## src/rtl/decrement_then_stop_pkg.sv

```systemverilog
// Shared counter types: state encoding used by the countdown and its sibling counters.
// Latency: n/a (types only).
// Backpressure: n/a.
package decrement_then_stop_pkg;

   typedef enum logic [1:0] {
      CNT_IDLE = 2'd0,
      CNT_RUN  = 2'd1,
      CNT_DONE = 2'd2
   } cnt_state_e;

endpackage

```

## src/rtl/decrement_then_stop_sat_sub.sv

```systemverilog
// Floor-clamped subtractor: result = max(a - b, floor), flags when the floor was reached.
// Latency: purely combinational.
// Backpressure: none.
module sat_sub #(
   parameter int Bits = 8
) (
   input  logic [Bits-1:0] a,
   input  logic [Bits-1:0] b,
   input  logic [Bits-1:0] floor_val,
   output logic [Bits-1:0] result,
   output logic            hit_floor
);

   logic [Bits:0] diff;

   // One extra bit catches the borrow so a small a never wraps to a large value.
   always_comb begin
      diff      = {1'b0, a} - {1'b0, b};
      hit_floor = diff[Bits] || (diff[Bits-1:0] <= floor_val);
      result    = hit_floor ? floor_val : diff[Bits-1:0];
   end

endmodule

```

## src/rtl/decrement_then_stop.sv

```systemverilog
// Countdown from a loaded start value to an end value by a captured step; done pulses on arrival.
// Latency: start takes effect on the next edge; each enabled RUN edge moves count one step.
// Backpressure: en_i low holds the count while busy; a new start always wins over en_i.
module decrement_then_stop
   import decrement_then_stop_pkg::*;
#(
   parameter int Bits = 8
) (
   input  logic            clk_i,
   input  logic            rst_i,
   input  logic            start_i,
   input  logic            en_i,
   input  logic [Bits-1:0] start_val_i,
   input  logic [Bits-1:0] end_val_i,
   input  logic [Bits-1:0] step_i,
   output logic [Bits-1:0] count_o,
   output logic            busy_o,
   output logic            last_o,
   output logic            done_o,
   input  logic            assert_on_i
);

   cnt_state_e      state_q, state_d;
   logic [Bits-1:0] count_q, count_d;
   logic [Bits-1:0] end_q, end_d;
   logic [Bits-1:0] step_q, step_d;
   logic [Bits-1:0] sub_res;
   logic            sub_hit;
   logic [Bits-1:0] load_step;

   // The same subtractor feeds both the next count and last_o, so they cannot disagree.
   sat_sub #(.Bits(Bits)) u_sat_sub (
      .a         (count_q),
      .b         (step_q),
      .floor_val (end_q),
      .result    (sub_res),
      .hit_floor (sub_hit)
   );

   // A zero step would stall forever; treat it as one.
   assign load_step = (step_i == '0) ? Bits'(1) : step_i;

   // State, count and captured end/step registers; reset returns to IDLE with no done pulse.
   always_ff @(posedge clk_i or posedge rst_i) begin
      if (rst_i) begin
         state_q <= CNT_IDLE;
         count_q <= '0;
         end_q   <= '0;
         step_q  <= '0;
      end else begin
         state_q <= state_d;
         count_q <= count_d;
         end_q   <= end_d;
         step_q  <= step_d;
      end
   end

   // Next state and datapath: start reloads from any state, otherwise RUN steps toward end_q.
   always_comb begin
      state_d = state_q;
      count_d = count_q;
      end_d   = end_q;
      step_d  = step_q;
      if (start_i) begin
         end_d  = end_val_i;
         step_d = load_step;
         if (start_val_i <= end_val_i) begin
            count_d = end_val_i;
            state_d = CNT_DONE;
         end else begin
            count_d = start_val_i;
            state_d = CNT_RUN;
         end
      end else begin
         case (state_q)
            CNT_RUN: begin
               if (en_i) begin
                  count_d = sub_res;
                  if (sub_hit) begin
                     state_d = CNT_DONE;
                  end
               end
            end
            CNT_DONE: state_d = CNT_IDLE;
            CNT_IDLE: state_d = CNT_IDLE;
            default:  state_d = CNT_IDLE;
         endcase
      end
   end

   // Outputs decoded from the current state; last_o ignores en_i by design.
   always_comb begin
      busy_o = (state_q == CNT_RUN);
      done_o = (state_q == CNT_DONE);
      last_o = (state_q == CNT_RUN) && sub_hit;
   end

   assign count_o = count_q;

   // Flag a start whose end value lies above the start value.
   always_ff @(posedge clk_i) begin
      if (!rst_i && assert_on_i && start_i) begin
         assert (end_val_i <= start_val_i)
            else $error("decrement_then_stop: end_val_i=%h above start_val_i=%h", end_val_i, start_val_i);
      end
   end

endmodule

```

## config.mk

```make
export PLATFORM = sky130hd
export DESIGN_NAME = decrement_then_stop
export DESIGN_NICKNAME = d
export VERILOG_FILES = /design/src/rtl/decrement_then_stop_pkg.sv /design/src/rtl/decrement_then_stop_sat_sub.sv /design/src/rtl/decrement_then_stop.sv
export SDC_FILE = /design/constraint.sdc
export NUM_CORES = 1
export LEC_CHECK = 0
export BUFFER_PORTS_ARGS = -buffer_cell sky130_fd_sc_hd__buf_2
export CAP_MARGIN = 0
export CORE_MARGIN = 2
export CORE_UTILIZATION = 25
export CTS_BUF_LIST = sky130_fd_sc_hd__clkbuf_4 sky130_fd_sc_hd__clkbuf_8
export DETAILED_ROUTE_END_ITERATION = 10
export PLACE_DENSITY_LB_ADDON = 0.08
export SYNTH_ARGS = -nofsm -noshare
export SYNTH_HDL_FRONTEND = slang
export SYNTH_SLANG_ARGS = --single-unit
export TNS_END_PERCENT = 100
```

## constraint.sdc

```tcl
create_clock -name clk_i -period 3 [get_ports clk_i]
set_input_delay 0 -clock clk_i [delete_from_list [all_inputs] [get_ports clk_i]]
set_output_delay 0 -clock clk_i [all_outputs]
set_load 0.01 [all_outputs]
```

==> results_dict.tcl <==
set metrics [dict create \
    status "finished with violations" \
    failed_checks "negative hold slack, negative setup slack" \
    critical_path.top_delay_family "compound AO/OA/AOI/OAI gates" \
    path_buf_inv 5 \
    n_antenna_cell 0 \
    layout_common_cells "buf_2 (37), dfrtp_1 (26), inv_1 (25), nand2_1 (25)" \
    rsz0062_at_grt "true" \
    rows 33 \
    numCtsBuffers 3 \
    path_cells "inv_1 > ha_2 > inv_2 > fa_2 > a211oi_2 > o21bai_1 > a21oi_1 > xnor2_1 > ha_1 > nand4_1 > o21bai_4 > a211oi_2 > buf_4 > buf_6 > and2b_2 > buf_6" \
    grt_max_degree 39 \
    worstMarginPinSlew_ps 1150 \
    synth-main-ff-cell "dfrtp_1" \
    io_buffer_count 38 \
    die_h_um 94.9 \
    peakVddDrop_uv 190 \
    synthCells 236 \
    dr.pass1.iters 4 \
    area_delta_synth_final_pct 35.9 \
    synth_fp_nets 290 \
    grt_overflow 0 \
    root_buffer "clkbuf_8" \
    finalNonFillerCells 416 \
    cp.arrival_ps 3310 \
    yosysWarnings 0 \
    wl_per_cell_um 12.7 \
    crit_slowest_cell "dfrtp_1" \
    clk_latency_ps 280 \
    antenna_found_initial 0 \
    syn_area_sq_um 2070 \
    setup_ws_ps -307 \
    fin_crit_sh_pct 110 \
    ys_types 37 \
    critPathCaptureType "output pin" \
    hold_violations 26 \
    remaining_drc_errors 0 \
    synth_area_per_cell_sq_um 8.75 \
    grt_pass1_vias 1805 \
    initial_core_util_pct 25.5 \
    synth-seq-area-share_pct 31.5 \
    final_nets 366 \
    ys_seq_elements 26 \
    placeableCoreArea_sq_um 8090 \
    design_area_sq_um 2810 \
    p_leak_uw 0.00135 \
    synthArstFlopShare_pct 100 \
    maxCapViolCount 0 \
    clkSinkCount 26 \
    design.die.area_sq_um 9010 \
    avgViaCountPerCell 4.40 \
    final_util_pct 34.7 \
    drive_gt1_share_pct 28.9 \
    synth_edf_count 0 \
    holdWs_ps -24.7 \
    skew_ps 12.4 \
    holdCritPathClass "input pin to asynchronous set/reset pin" \
    place_area_sq_um 2470 \
    fmax_ghz 0.302 \
    finalWeightedCongestion 0.749 \
    grt_usage_pct 12.7 \
    critical_path_class "flop to output pin" \
    mostFrequentLayoutCell "buf_2" \
    dieWidth_um 94.9 \
    grt_pass1_wl_um 8670 \
    drt_iter0_markers 51 \
    hpwl_um 4180 \
    crit_fanout 3 \
    crit_required_ps 3000 \
    h-tree-depth 1 \
    cts_tree "done" \
    dp.cells 391 \
    period_minus_slack_ps 3310 \
    vias 1831 \
    relSlewSlack_pct 22.9 \
    cp-start-kind "flop" \
    ant_nets 0 \
    powerDensity_nw_per_um2 606 \
    cts.clk_slew.worst_paths_ps 110 \
    io_pins 40 \
    setup_tns_ps -1780 \
    drv_slew 0 \
    setup_viol 10 \
    clockBufferDepth 2 \
    routed_wl_um 5300 \
    critical_path.max_stage_delay_ps 390 \
]
## registers in the layout, summed over array words and instances (netlist names)
signal,count
count_o,8
end_q,8
state_q,2
step_q,8
## worst paths after layout
| check | start | endpoint | slack, ps | depth (start not counted) |
|---|---|---|---|---|
| setup / recovery | count_o[0]$_DFFE_PP0P_ | last_o | -310 | 16 |
| hold / removal | rst_i | step_q[6]$_DFFE_PP0P_ | -20 | 2 |
| setup reg to reg | count_o[0]$_DFFE_PP0P_ | count_o[2]$_DFFE_PP0P_ | -300 | 16 |
| hold reg to reg | step_q[4]$_DFFE_PP0P_ | step_q[4]$_DFFE_PP0P_ | 550 | 2 |
| max in group asynchronous | rst_i | end_q[0]$_DFFE_PP0P_ | 2360 | 2 |
| min in group clk_i | step_i[0] | step_q[0]$_DFFE_PP0P_ | 20 | 3 |
## routing by layer
metal | share of wire, % | vias up | track usage (%)
li1 | - | 959 | -
met1 | 53 | 836 | 17.6
met2 | 44 | 34 | 20.8
met3 | 2.7 | 2 | 1.60
met4 | 0.75 | 0 | 3.26
met5 | 0 | - | 0
## power by group
part | internal [uW] | switching, uW | total, uW
Combinational | 514 | 458 | 972
Sequential | 395 | 25.7 | 421
Clock | 179 | 129 | 308
## Yosys cell counts, types with 2 or more instances
| master | count | area share, % |
|---|---|---|
| nor2b_1 | 7 | 2.1 |
| buf_6 | 2 | 1.1 |
| inv_1 | 26 | 4.7 |
| a21oi_1 | 13 | 3.1 |
| nand2_1 | 25 | 4.5 |
| nand2b_1 | 11 | 3.3 |
| mux2i_1 | 14 | 6.8 |
| o21bai_1 | 2 | 0.73 |
| nor3_1 | 2 | 0.48 |
| o21ai_1 | 2 | 0.48 |
| clkbuf_1 | 3 | 0.55 |
| ha_1 | 24 | 15 |
| nand4_1 | 5 | 1.5 |
| xnor2_1 | 3 | 1.3 |
| mux2_4 | 2 | 1.5 |
| a211oi_1 | 7 | 2.5 |
| dfrtp_1 | 26 | 31 |
| or2_2 | 2 | 0.61 |
| mux2_2 | 2 | 1.1 |
| o21ai_0 | 23 | 5.6 |
| a211oi_2 | 3 | 1.8 |
| nor2_1 | 17 | 3.1 |
## what timing repair did
item                       4_1_cts  5_1_grt
buffers inserted                 7        1
hold buffers                    15        0
hold endpoints to repair        15        0
setup endpoints to repair       11       11
pin swaps                       17        6
resized for setup               14        4
gates cloned                     0        0
## kinds of logic (layout without fill, tap and decap cells)
family,after synthesis,count (layout),share of synthesized area [%]
simple gates,74,74,17.6
compound gates,55,55,16.5
buf+inv,34,109,7.93
flops,26,26,31.5
fa+ha+maj,25,25,15.5
mux,18,18,9.33
xor+xnor,4,4,1.70
## through the flow
step | power (uW) | setup WS [ps]
6_report | 1700 | -307
5_1_grt | 1850 | -528
4_1_cts | 1720 | -393
3_3_place_gp | 1250 | -239
3_5_place_dp | 1240 | -288
2_1_floorplan | 967 | -149
## final cells by class
| cell class | instances | area [sq um] |
|---|---|---|
| Sequential cell | 26 | 651 |
| Clock buffer | 3 | 41.3 |
| Inverter | 26 | 97.6 |
| Timing Repair Buffer | 79 | 553 |
| Multi-Input combinational cell | 176 | 1300 |
| Clock inverter | 1 | 30.0 |
| Tap cell | 105 | 131 |
| Fill cell | 897 | 5290 |
(Power assumes the default switching activity.)
